**config.mk**
```make
export PLATFORM = sky130hd
export DESIGN_NAME = b_dly_cal
export DESIGN_NICKNAME = d
export VERILOG_FILES = /design/src/rtl/b_dly_cal.sv
export SDC_FILE = /design/constraint.sdc
export NUM_CORES = 1
export LEC_CHECK = 0
export CORE_MARGIN = 10
export CORE_UTILIZATION = 53
export DETAILED_ROUTE_END_ITERATION = 6
export PLACE_DENSITY = 0.83
export SYNTH_ARGS = -nofsm -noshare
export SYNTH_HDL_FRONTEND = slang
export SYNTH_SLANG_ARGS = --single-unit
```
**constraint.sdc**
```tcl
create_clock -name i_clk -period 2.25 [get_ports i_clk]
set_input_delay 0.45 -clock i_clk [delete_from_list [all_inputs] [get_ports i_clk]]
set_output_delay 0.45 -clock i_clk [all_outputs]
set_load 0.1 [all_outputs]
```
**src/rtl/b_dly_cal.sv**
```systemverilog
// b_dly_cal: SAR search then bang-bang tracking of an 8-bit delay select
// driven by a phase detector with settle time and majority voting.
module b_dly_cal #(
  parameter int P_SETTLE = 4,
  parameter int P_NVOTE  = 3
) (
  input  logic       i_clk,
  input  logic       i_rst,
  input  logic       i_start,
  input  logic       i_stop,
  input  logic       i_pd_valid,
  input  logic       i_pd_lead,
  output logic [7:0] o_dly_sel,
  output logic       o_busy,
  output logic       o_lock,
  output logic       o_err
);

  typedef enum logic [2:0] {
    S_IDLE,
    S_SETTLE,
    S_SAMPLE,
    S_DECIDE,
    S_TRACK
  } state_t;

  localparam logic M_SAR = 1'b0;
  localparam logic M_TRK = 1'b1;

  localparam logic [7:0] SETTLE_LAST = 8'(P_SETTLE - 1);
  localparam logic [3:0] VOTE_LAST   = 4'(P_NVOTE - 1);
  localparam logic [3:0] VOTE_HALF   = 4'(P_NVOTE / 2);

  state_t     state_q, state_d;
  logic       mode_q, mode_d;
  logic [2:0] bit_q, bit_d;
  logic [7:0] sel_q, sel_d;
  logic [7:0] scnt_q, scnt_d;
  logic [3:0] vcnt_q, vcnt_d;
  logic [3:0] tally_q, tally_d;
  logic       lock_q, lock_d;
  logic       err_q, err_d;

  logic       lead;
  logic       start_ok;
  logic [7:0] mask;
  logic [7:0] sel_keep;

  assign lead     = tally_q > VOTE_HALF;
  assign start_ok = i_start &&
                    (state_q == S_IDLE || mode_q == M_TRK);
  assign mask     = 8'h01 << bit_q;
  assign sel_keep = lead ? sel_q : (sel_q & ~mask);

  // next-state, code and flag computation
  always_comb begin
    state_d = state_q;
    mode_d  = mode_q;
    bit_d   = bit_q;
    sel_d   = sel_q;
    scnt_d  = scnt_q;
    vcnt_d  = vcnt_q;
    tally_d = tally_q;
    lock_d  = lock_q;
    err_d   = err_q;
    if (i_stop) begin
      state_d = S_IDLE;
      lock_d  = 1'b0;
      scnt_d  = '0;
      vcnt_d  = '0;
      tally_d = '0;
    end else if (start_ok) begin
      state_d = S_SETTLE;
      mode_d  = M_SAR;
      bit_d   = 3'd7;
      sel_d   = 8'h80;
      lock_d  = 1'b0;
      err_d   = 1'b0;
      scnt_d  = '0;
      vcnt_d  = '0;
      tally_d = '0;
    end else begin
      unique case (state_q)
        S_IDLE: begin
        end
        S_SETTLE: begin
          if (scnt_q == SETTLE_LAST) begin
            state_d = S_SAMPLE;
            vcnt_d  = '0;
            tally_d = '0;
          end else begin
            scnt_d = scnt_q + 8'd1;
          end
        end
        S_SAMPLE: begin
          if (i_pd_valid) begin
            vcnt_d  = vcnt_q + 4'd1;
            tally_d = tally_q + {3'b000, i_pd_lead};
            if (vcnt_q == VOTE_LAST) begin
              state_d = S_DECIDE;
            end
          end
        end
        S_DECIDE: begin
          state_d = S_SETTLE;
          scnt_d  = '0;
          if (mode_q == M_SAR) begin
            if (bit_q != 3'd0) begin
              sel_d = sel_keep | (mask >> 1);
              bit_d = bit_q - 3'd1;
            end else begin
              sel_d   = sel_keep;
              state_d = S_TRACK;
              mode_d  = M_TRK;
              lock_d  = 1'b1;
            end
          end else if (lead) begin
            if (sel_q == 8'hFF) err_d = 1'b1;
            else sel_d = sel_q + 8'd1;
          end else begin
            if (sel_q == 8'h00) err_d = 1'b1;
            else sel_d = sel_q - 8'd1;
          end
        end
        S_TRACK: begin
          state_d = S_SETTLE;
          scnt_d  = '0;
        end
        default: begin
          state_d = S_IDLE;
        end
      endcase
    end
  end

  // state register with synchronous reset
  always_ff @(posedge i_clk) begin
    if (i_rst) begin
      state_q <= S_IDLE;
      mode_q  <= M_SAR;
      bit_q   <= 3'd7;
      sel_q   <= 8'h80;
      scnt_q  <= '0;
      vcnt_q  <= '0;
      tally_q <= '0;
      lock_q  <= 1'b0;
      err_q   <= 1'b0;
    end else begin
      state_q <= state_d;
      mode_q  <= mode_d;
      bit_q   <= bit_d;
      sel_q   <= sel_d;
      scnt_q  <= scnt_d;
      vcnt_q  <= vcnt_d;
      tally_q <= tally_d;
      lock_q  <= lock_d;
      err_q   <= err_d;
    end
  end

  assign o_dly_sel = sel_q;
  assign o_busy    = state_q != S_IDLE;
  assign o_lock    = lock_q;
  assign o_err     = err_q;

endmodule

```
==> results by group, run 1 <==
Run status
  – Status: finished clean

Logic synthesis
  – Fraction of registers with async set/reset: 0
  – Synth area leader: dfxtp_1
  – Post-Syn Area: 2240 sq um
  – Seq/Total Area, Yosys: 0.295
  – Syn_nets: 294
  – Netlist cell types: 63
  – Syn_area_per_cell: 8.26 sq um
  – Ys Warns: 0
  – Yosys top cell area share: 0.295
  – Post-Syn Instances: 271
  – Most instantiated cells after synthesis: dfxtp_1, nor2_1, nand2_1
  – Top cells by area, synth: dfxtp_1, ha_1, nor2_1
  – EDFF count, synth: 0
  – Post-synth top flop: dfxtp_1
  – Yosys reg bits: 33

CTS
  – CTS tree: built
  – Clock transition at path regs: 70 ps
  – Hold_buf cts: 0
  – Skew-Pair Late Insertion Delay: 290 ps
  – Num CTS Buffers: 5
  – Num Clock Sinks: 33
  – Clk buf depth: 2
  – H-tree Lvls: 2
  – Clk root buf: clkbuf_8

STA
  – Worst clock skew: 6.98 ps
  – Worst-Margin Slew: 531 ps
  – Fmax: 485 MHz
  – RSZ-0062 raised after global routing: false
  – Final hold viol count: 0
  – Max_slew headroom: 0.641
  – Final Cycle Share: 0.916
  – Final setup vio count: 0
  – Final critical-path required period: 2060 ps
  – Slew Limit Fails: 0
  – Setup TNS: 0 ps
  – Hold Slack: 490 ps

Layout
  – # diodes: 0
  – Layout cell share with drive strength beyond 1: 0.218
  – Fillers: 332
  – Final std cells w/o fill: 353
  – Finished layout cell area: 2680 sq um
  – P&R area growth vs syn: 19.8%
  – Nets@finish: 325

Detailed routing
  – Routed vias/inst: 6.03
  – First DRT Iteration DRCs: 166
  – Post-Route WL: 5.52 mm
  – Post-route antenna net violation count: 0
  – Routed vias: 2,127
  – Wire per inst: 15.6 um
  – Iteration count of the initial detailed-routing pass: 4
  – Post-route DRC: 0

Die
  – Die area: 7220 sq um
  – Top Ports: 17
  – Die X: 85.0 um
  – Row count: 23
  – Starting Density: 0.552
  – Core ar.: 4060 sq um
  – Die Y: 85.0 um

Critical path
  – Critical path launch point type: register
  – Setup CP Type: reg -> reg
  – Crit path DAT: 2270 ps
  – Max FO, Critical Path: 10
  – R2r setup slk: 190 ps
  – CP endpoint kind: register
  – Worst path required time: 2450 ps

GRT
  – GRT Overall Usage: 0.146
  – Met3 Usage GRT: 0.0449
  – Initial antenna violation count: 0
  – Vias in the first global route: 1,939
  – Met1 Use GR: 0.180
  – First-pass GRT wire length: 8.94 mm
  – GRT Max-Usage Layer: met2
  – GR Util met2: 0.228
  – Total gr overflow: 0
  – Largest net degree at the start of global routing: 21

Power
  – P_leak: 1.07 nW
  – Design Power: 0.00119 W
  – Pwr per Cell Area: 445 nW/um^2
  – Worst VDD drop: 0.363 mV

Placed design
  – GPL Wtd Cong: 0.865
  – Placed cells: 343
  – Placed Area: 2530 sq um
  – Detailed Place HPWL: 3.98 mm
  – Port Buf Inserts: 16

Job
  – Maxcap violations: 0

Min path
  – Min-Delay Path Class: reg -> reg
critical path: stages, from the launching register on:
cell	delay, ps
dfxtp_1	340
nor3_4	250
buf_12	160
inv_1	60
fa_1	360
nand2b_1	180
a21oi_2	170
a21oi_1	110
mux2i_1	150
o31ai_1	190
layout by cell type, fill, tap and decap left out, types with 7 or more instances in the layout:
master / n
inv_1: 12
dfxtp_2: 7
buf_4: 28
o21ai_0: 7
nor3_1: 7
ha_1: 16
a21oi_1: 16
xor2_1: 10
nand4_1: 10
nand2_1: 18
nor2_1: 33
nand3_1: 13
dfxtp_1: 24
clkbuf_8: 7
per-layer routing:
metal | share of wire | vias to the layer above
met5 | 0 | -
met3 | 0.060 | 13
met1 | 0.46 | 981
met4 | 0.024 | 0
met2 | 0.46 | 71
li1 | - | 1062
report_power, final:
part / internal, W / switching, W
clock: 0.000276 / 0.000212
combinational: 0.0000466 / 0.0000669
sequential: 0.000586 / 0.00000521
cell type report:
type	count	area (sq um)	share of cell area
Multi-Input combinational cell	214	1470	0.548
Clock buffer	7	96.3	0.0359
Timing Repair Buffer	36	325	0.121
Inverter	12	45.0	0.0168
Clock inverter	1	5.00	0.00187
Tap cell	50	62.6	0.0233
Sequential cell	33	677	0.252
repair_timing:
action | CTS | global route
setup endpoints to repair | 0 | 5
buffers inserted | 0 | 1
resized for setup | 0 | 5
registers in the layout, summed over array words and instances, names as in the netlist:
signal,count
bit_q,3
mode_q,1
o_dly_sel,8
o_err,1
o_lock,1
scnt_q,8
state_q,3
tally_q,4
vcnt_q,4
through the flow:
stage	worst slack, ps	utilization
2_1_floorplan	2.53	-
3_3_place_gp	-33.6	0.624
3_5_place_dp	-63.0	0.624
4_1_cts	48.1	0.649
5_1_grt	19.3	0.661
6_report	189	0.661
worst paths after layout:
kind	from	end	depth (start not counted)
max	tally_q[1]	o_dly_sel[6]	9
min reg2reg	o_lock	o_lock	2
min	o_lock	o_lock	2
max reg2reg	tally_q[1]	o_dly_sel[6]	9
logic make-up (layout without fill, tap and decap cells):
group	count (synthesis)	after routing	share of synthesized area
xor+xnor	13	13	0.0509
mux	3	3	0.0134
fa+ha+maj	17	17	0.0984
buf+inv	24	56	0.0570
flops	33	33	0.295
simple gates	116	116	0.275
compound gates	65	65	0.210
No activity file was read; power rests on OpenSTA's default activity.
==> run 2: changes to the inputs <==
--- a/config.mk
+++ b/config.mk
@@ -9,6 +9,7 @@
 export CORE_UTILIZATION = 53
 export DETAILED_ROUTE_END_ITERATION = 6
 export PLACE_DENSITY = 0.83
+export SKIP_LAST_GASP = 1
 export SYNTH_ARGS = -nofsm -noshare
 export SYNTH_HDL_FRONTEND = slang
 export SYNTH_SLANG_ARGS = --single-unit
==> results of run 2 <==
Same layout as run 1: the final DEF is identical, and so are final timing and power.
==> run 3: changes to the inputs <==
--- a/config.mk
+++ b/config.mk
@@ -5,11 +5,11 @@
 export SDC_FILE = /design/constraint.sdc
 export NUM_CORES = 1
 export LEC_CHECK = 0
-export CORE_MARGIN = 10
+export ABC_AREA = 0
+export CORE_MARGIN = 2
 export CORE_UTILIZATION = 53
 export DETAILED_ROUTE_END_ITERATION = 6
 export PLACE_DENSITY = 0.83
-export SKIP_LAST_GASP = 1
 export SYNTH_ARGS = -nofsm -noshare
 export SYNTH_HDL_FRONTEND = slang
 export SYNTH_SLANG_ARGS = --single-unit
==> results by group, run 3 (synthesis gave the netlist of run 1 again) <==
Run status
  – Status: finished clean

Die
  – Die X: 69.0 um (-19%)
  – Die Y: 69.0 um (-19%)
  – Die area: 4760 sq um (-34%)
  – Core ar.: 4030 sq um (-0.71%)
  – Starting Density: 0.556 (+0.00394)
  – Row count: 23 (unchanged)
  – Top Ports: 17 (unchanged)

GRT
  – Largest net degree at the start of global routing: 21 (unchanged)
  – Initial antenna violation count: 0 (unchanged)
  – GRT Overall Usage: 0.241 (+0.0943)
  – Vias in the first global route: 1,936 (-0.15%)
  – Total gr overflow: 0 (unchanged)
  – First-pass GRT wire length: 8.56 mm (-4.2%)

STA
  – Final setup vio count: 0 (unchanged)
  – Final Cycle Share: 0.954 (+0.0382)
  – RSZ-0062 raised after global routing: false
  – Max_slew headroom: 0.640 (-0.000816)
  – Final hold viol count: 0 (unchanged)
  – Worst clock skew: 5.48 ps (-1.50 ps)
  – Slew Limit Fails: 0 (unchanged)
  – Worst-Margin Slew: 533 ps (+1.21 ps)
  – Hold Slack: 489 ps (-1.33 ps)
  – Fmax: 466 MHz (-4.0%)
  – Final critical-path required period: 2150 ps (+86.0 ps)

Layout
  – Final core occ: 0.666 (+0.00534)
  – Commonest non-fill, non-tap cell in the layout: nor2_1
  – Commonest cells after routing, fill and taps aside: nor2_1, buf_4, dfxtp_1
  – Nets@finish: 325 (unchanged)
  – # diodes: 0 (unchanged)
  – P&R area growth vs syn: 19.9% (about the same)
  – Layout cell share with drive strength beyond 1: 0.218 (unchanged)

Detailed routing
  – Routed vias/inst: 6.22 (+3.1%)
  – First DRT Iteration DRCs: 198 (+19%)
  – Post-route DRC: 0 (unchanged)
  – Post-route antenna net violation count: 0 (unchanged)
  – Post-Route WL: 5.51 mm (-0.20%)
  – Wire per inst: 15.6 um (-0.20%)
  – Routed vias: 2,194 (+3.1%)
  – Iteration count of the initial detailed-routing pass: 6 (+2)

Min path
  – Hold Crit Start: o_lock
  – Min-Delay Path Class: reg -> reg
  – Hold path cells: 2 (unchanged)

Power
  – Worst VDD drop: 0.352 mV (-3.2%)
  – P_leak: 1.08 nW (+0.91%)
  – Pwr per Cell Area: 444 nW/um^2 (-0.22%)

Critical path
  – CP endpoint kind: register
  – CP max-delay cell: dfxtp_2
  – Worst path cell trace: nor3_4, buf_12, ha_1, a211oi_1, o21ai_0, a211o_1, a21oi_1, o31a_1
  – Crit path DAT: 2370 ps (+100 ps)
  – Top delay family on crit path: compound AO/OA/AOI/OAI gates
  – CP max stage delay: 350 ps (about the same)
  – Worst R2R Start: tally_q[3]
  – Worst setup path startpoint: tally_q[3]
  – Critical path launch point type: register
  – Max FO, Critical Path: 10 (unchanged)
  – Reg2reg path depth: 8 (-1)
  – Crit path buffers/inverters: 1 (-1)
  – Worst path required time: 2480 ps (+30 ps)
  – Setup CP Type: reg -> reg
  – Stages on worst setup path: 8 (-1)

CTS
  – H-tree Lvls: 2 (unchanged)
  – Clk root buf: clkbuf_8
  – Clk buf depth: 2 (unchanged)
  – Num Clock Sinks: 33 (unchanged)
  – Num CTS Buffers: 5 (unchanged)
  – Skew-Pair Late Insertion Delay: 290 ps (about the same)
  – Clock transition at path regs: 70 ps (about the same)
  – CTS tree: built
  – Hold_buf cts: 0 (unchanged)

Placed design
  – Port Buf Inserts: 16 (unchanged)
  – GPL Wtd Cong: 0.856 (-1.1%)
  – Detailed Place HPWL: 4.05 mm (+1.9%)

Job
  – Maxcap violations: 0 (unchanged)
-- run 3: cell types whose count changed in the layout (fill, tap and decap cells not counted) --
| cell | previous run | this run |
|---|---|---|
| o21ai_1 | 1 | 0 |
| nand2b_1 | 2 | 1 |
| o21ai_0 | 7 | 8 |
| nand2b_4 | 0 | 1 |
| a211oi_1 | 3 | 4 |
| a211oi_2 | 1 | 0 |
-- run 3: final cells by class --
type | count | area (sq um)
clock buffers | 7 | 96.3
multi-input cells | 214 | 1470
flip-flops and latches | 33 | 677
well taps | 50 | 62.6
clock inverters | 1 | 5.00
inverters | 12 | 45.0
repair buffers | 36 | 325
fillers | 353 | 1350
-- run 3: metrics by stage --
step                total power (W)  std cells  instance area (sq um)  TNS [ps]  setup slack, ps
finish                      0.00119        353                   2680         0              103
global route                0.00124        353                   2680         0             4.13
CTS                         0.00120        351                   2630         0             61.6
detailed placement         0.000715        343                   2530      -220             -110
global placement           0.000713        343                   2530     -59.8            -47.6
floorplan                  0.000677        271                   2260         0             2.53
-- run 3: what timing repair did --
item | in CTS | in global routing
setup endpoints to repair | 0 | 3
gates resized for setup | 0 | 4
buffers inserted | 0 | 1
-- run 3: worst paths after layout --
path                        to  slack [ps]
hold / removal          o_lock         490
hold reg to reg         o_lock         490
setup reg to reg  o_dly_sel[7]         100
setup / recovery  o_dly_sel[7]         100
-- run 3: power breakdown --
part	internal [W]	switching, W
clock network	0.000276	0.000212
logic	0.0000465	0.0000648
registers	0.000586	0.00000489
total	0.000909	0.000282
-- run 3: worst min-delay path, cell delays in order, from the launching register on --
cell	delay, ps
dfxtp_1	340
nor2_1	50
nor2_1	70
-- run 3: per-layer routing --
layer | part of all wire | GRT usage
met5 | 0 | 0
met4 | 0.013 | 0.0858
met3 | 0.053 | 0.0357
met2 | 0.49 | 0.425
met1 | 0.44 | 0.295
==> RTL change 1 (settings of run 2) <==
Re-encode `state_t` (5 states) as one-hot, 5 bits wide.
--- a/src/rtl/b_dly_cal.sv
+++ b/src/rtl/b_dly_cal.sv
@@ -17,10 +17,10 @@
 );
 
-  typedef enum logic [2:0] {
-    S_IDLE,
-    S_SETTLE,
-    S_SAMPLE,
-    S_DECIDE,
-    S_TRACK
+  typedef enum logic [4:0] {
+    S_IDLE   = 5'b00001,
+    S_SETTLE = 5'b00010,
+    S_SAMPLE = 5'b00100,
+    S_DECIDE = 5'b01000,
+    S_TRACK  = 5'b10000
   } state_t;
 
Behaviour: no difference found for any inputs over 10 cycles, from zero or initial values and one cycle with i_rst high; not proved beyond that.
==> RTL change 1 against run 2 <==
- routed wire length is 5.2% higher
- final area rose by 8.8%
- synthesized area grew 6.1%
- clock power grew 3%
- core utilization increased by 0.90 points
- setup slack worse by 0.098 ns
- power rose by 5.7%
- sequential cell count is 2 higher
- via count is 5.5% higher
- combinational power is 12% higher
- critical path type unchanged
- highest routed layer unchanged
==> RTL change 1: results (changes against run 2) <==
Finish:
- The share of final-layout standard cells stronger than drive strength 1 is 26.33% (was 21.78%).
- The layout overhead on the synthesized area is 22.75% (was 19.79%).
- The number of fillers in the final layout was 366 (was 332).
- The area used by sequential logic in the layout is 714.4 um^2 (was 676.9 um^2).
- The count of clock buffers in the final design was 8 (was 7).
- The number of buffers other than clock buffers in the final layout is 42 (was 36).
- The number of nets in the layout was 343 (was 325).
- The area of combinational cells with multiple inputs is 1654 um^2 (was 1470 um^2).

Worst setup path:
- The critical path's slowest cell was fa_2 (was fa_1).
- The data arrival time of the critical path is 2.33 ns (was 2.27 ns).
- The largest fanout of any net on the critical path came to 7 (was 10).
- The source of the critical timing path is tally_q[3] (was tally_q[1]).

Placement:
- The global placement routability congestion came to 0.9066 (was 0.8651).
- The half-perimeter wire length after detailed placement is 4.206 mm (was 3.975 mm).
- The total placed cells including tap cells is 358 (was 343).

Synth:
- The synthesized netlist net count is 301 (was 294).
- Leading post-synthesis cells by cell area: dfxtp_1 29%, ha_1 9.5%, a21oi_1 4.6% (was dfxtp_1 30%, ha_1 8.9%, nor2_1 5.5%).
- The area share of the leading cell type in the synthesized netlist was 29.49% (was 29.51%).
- The portion of the post-synthesis area used by sequential elements was 29.49% (was 29.51%).

Run status:
- Outcome: finished, final reports clean (unchanged).

Floorplan:
- The number of well taps is 52 (was 50).

Global route:
- The pin count of the biggest net entering global routing is 17 (was 21).
- The combined global-route utilization of all metal layers is 15.46% (was 14.64%).

Pwr:
- The worst IR drop on VDD is 0.4026 mV (was 0.3633 mV).
- The leakage dissipation is 0.001141 uW (was 0.001071 uW).

Route:
- The routed wire length on met3 was 318 um (was 330 um).
- The via density per instance came to 6.051 (was 6.025).
- The detailed router's first-iteration violation count is 137 (was 166).

Timing:
- The worst setup skew after layout is 0.004570 ns (was 0.006980 ns).

CTS:
- The number of clock sinks came to 35 (was 33).
RTL change 1: cell types whose count changed after synthesis, sizes merged, moves of 5 or more:
cell,before,now
inv,12,7
nand2b,2,11
xnor2,3,11
xor2,10,3
nor2,33,27
a21oi,17,23
nand4,10,4
RTL change 1: report_power, final:
group,switching (uW),internal (uW)
combinational,77.7,49.7
sequential,7.33,624
clock,223,279
total,308,953
RTL change 1: cells by family (layout without fill, tap and decap cells):
logic type,after synthesis,count (layout),synth area share [%]
simple gates,112,112,25.80
compound gates,76,76,24.54
flops,35,35,29.49
fa+ha+maj,19,19,10.32
buf+inv,16,59,2.896
xor+xnor,14,14,5.161
mux,4,4,1.790
RTL change 1: worst max path at each step:
stage | endpoint | slack [ns] | cells past startpoint
CTS | o_dly_sel[6] | 0.001 | 8
detailed placement | o_dly_sel[7] | -0.17 | 7
global route | o_dly_sel[6] | -0.1 | 9
finish | o_dly_sel[6] | 0.09 | 9
global placement | o_dly_sel[7] | -0.09 | 7
floorplan | o_dly_sel[7] | 0.03 | 9
==> RTL change 2 (settings of run 2) <==
Without the edit above. Put one more register stage on the output `o_dly_sel`, cleared by the reset. The value now appears one clock later. The other outputs are not delayed to match.
--- a/src/rtl/b_dly_cal.sv
+++ b/src/rtl/b_dly_cal.sv
@@ -159,5 +159,11 @@
   end
 
-  assign o_dly_sel = sel_q;
+  always_ff @(posedge i_clk) begin
+    if (i_rst) begin
+      o_dly_sel <= '0;
+    end else begin
+      o_dly_sel <= sel_q;
+    end
+  end
   assign o_busy    = state_q != S_IDLE;
   assign o_lock    = lock_q;
Check against the original RTL: not equivalent (Yosys sat finds a counterexample within 4 cycles, from zero or initial values and one cycle with i_rst high).
==> RTL change 2 against run 2 <==
- final area rose by 5.6%
- synthesized area up 9.8%
- setup slack got worse by 0.083 ns
- clock power up 17%
- power up 19%
- sequential cell count grew 8
- routed wire length up 0.33%
- count of clock-buffer cells in the layout shrank 2
==> RTL change 2: results (changes against run 2) <==
Run status:
- Outcome: finished, final reports clean (unchanged).

Finish:
- The number of nets in the layout is 329 (was 325).
- The number of fillers in the final layout is 371 (was 332).

Global route:
- The pin count of the biggest net entering global routing is 22 (was 21).
- The first-pass GRT wire length is 9.439 mm (was 8.942 mm).
- The combined global-route utilization of all metal layers is 14.80% (was 14.64%).
- The number of global-route vias before repair is 2,119 (was 1,939).

Synth:
- The portion of the post-synthesis area used by sequential elements came to 33.38% (was 29.51%).
- Leading post-synthesis cells by cell area: dfxtp_1 33%, ha_1 8.1%, nor2_1 5.5% (was dfxtp_1 30%, ha_1 8.9%, nor2_1 5.5%).
- Most common library cells after synthesis: 41 x dfxtp_1, 36 x nor2_1, 16 x a21oi_1, 16 x ha_1, 12 x nor2b_1 (was 33 x dfxtp_1, 33 x nor2_1, 18 x nand2_1, 17 x a21oi_1, 16 x ha_1).
- The synthesized netlist net count came to 301 (was 294).

Placement:
- The half-perimeter wire length after detailed placement came to 4.161 mm (was 3.975 mm).
- The worst setup slack before clock tree synthesis is -0.01628 ns (was -0.06297 ns).
- The post-placement cell area is 2724 um^2 (was 2531 um^2).
- The global placement routability congestion was 0.8611 (was 0.8651).

Timing:
- The worst setup skew after layout is 0.005872 ns (was 0.006980 ns).
- The pin slew with the least headroom to its limit is 0.6722 ns (was 0.5313 ns).

Route:
- The detailed router's first-iteration violation count is 210 (was 166).
- The mean routed wirelength per cell was 15.47 um (was 15.64 um).
- The total iterations of the first detailed-routing run was 6 (was 4).
- The via density per instance is 6.126 (was 6.025).

Pwr:
- The worst IR drop on VDD came to 0.2762 mV (was 0.3633 mV).
- The leakage dissipation is 0.001111 uW (was 0.001071 uW).

Worst setup path:
- The largest fanout of any net on the critical path is 8 (was 10).
- The data arrival time of the critical path came to 2.35 ns (was 2.27 ns).
## RTL change 2: cell types whose count changed after synthesis, moves of 4 or more
cell	run 2	this run
xnor2_1	3	7
nand3b_1	6	1
nand2_1	18	11
dfxtp_1	33	41
nand4_1	10	0
nor2b_1	2	12
inv_1	12	8
## RTL change 2: logic make-up (layout without fill, tap and decap cells)
family	after synthesis	after routing	share of synthesized area, %
AND/OR/NAND/NOR	112	112	26.51
multiplexers	2	2	0.8143
buffers and inverters	23	51	4.732
adder cells (fa/ha/maj)	17	17	8.957
AO/OA/AOI/OAI	69	69	20.61
flip-flops	41	41	33.38
XOR/XNOR	14	14	4.987
## RTL change 2: routing by layer
layer	track usage, %	share of wire, %	vias up	routed length [um]
li1	-	-	1079	-
met1	17.75	42	1020	2349
met2	24.60	48	79	2675
met3	3.900	7.0	15	385
met4	5.849	2.3	0	128
met5	0	0	-	0
## RTL change 2: layout make-up
class	count	area, um^2	share of cell area [%]
repair buffers	33	272.8	9.629
well taps	52	65.06	2.297
flip-flops and latches	41	820.8	28.98
multi-input cells	214	1526	53.89
clock inverters	2	35.03	1.237
clock buffers	5	68.82	2.429
inverters	11	43.79	1.546
## RTL change 2: power breakdown
part,switching (uW),leakage (uW),internal (uW)
clock network,250,0.0000540,322
logic,69.0,0.000726,43.2
registers,6.64,0.000331,730
## RTL change 2: stage by stage
step | total power (uW) | utilization [%] | instances
2_1_floorplan | 827.3 | - | 278
3_3_place_gp | 862.3 | 61.71 | 351
3_5_place_dp | 865.0 | 61.71 | 351
4_1_cts | 1440 | 64.06 | 358
5_1_grt | 1474 | 64.17 | 358
6_report | 1421 | 64.17 | 358
## RTL change 2: what timing repair did
item	4_1_cts	5_1_grt
buffers inserted	0	0
gates resized for setup	0	2
hold buffers	0	0
endpoints found under the setup margin	0	3
## RTL change 2: worst paths after layout
check,startpoint,to,slack (ns),depth (start not counted)
setup / recovery,tally_q[1],sel_q[6],0.11,9
hold / removal,o_lock,o_lock,0.49,2
setup reg to reg,tally_q[1],sel_q[6],0.11,9
hold reg to reg,o_lock,o_lock,0.49,2
## RTL change 2: worst register-to-register path, cell delays in order (launching register included)
cell and delay (ns):
dfxtp_1 0.32, nor3_2 0.18, buf_4 0.20, inv_4 0.04
fa_1 0.40, nand2b_1 0.18, a21oi_1 0.19, o21a_1 0.16
o311ai_0 0.14, o31ai_1 0.24
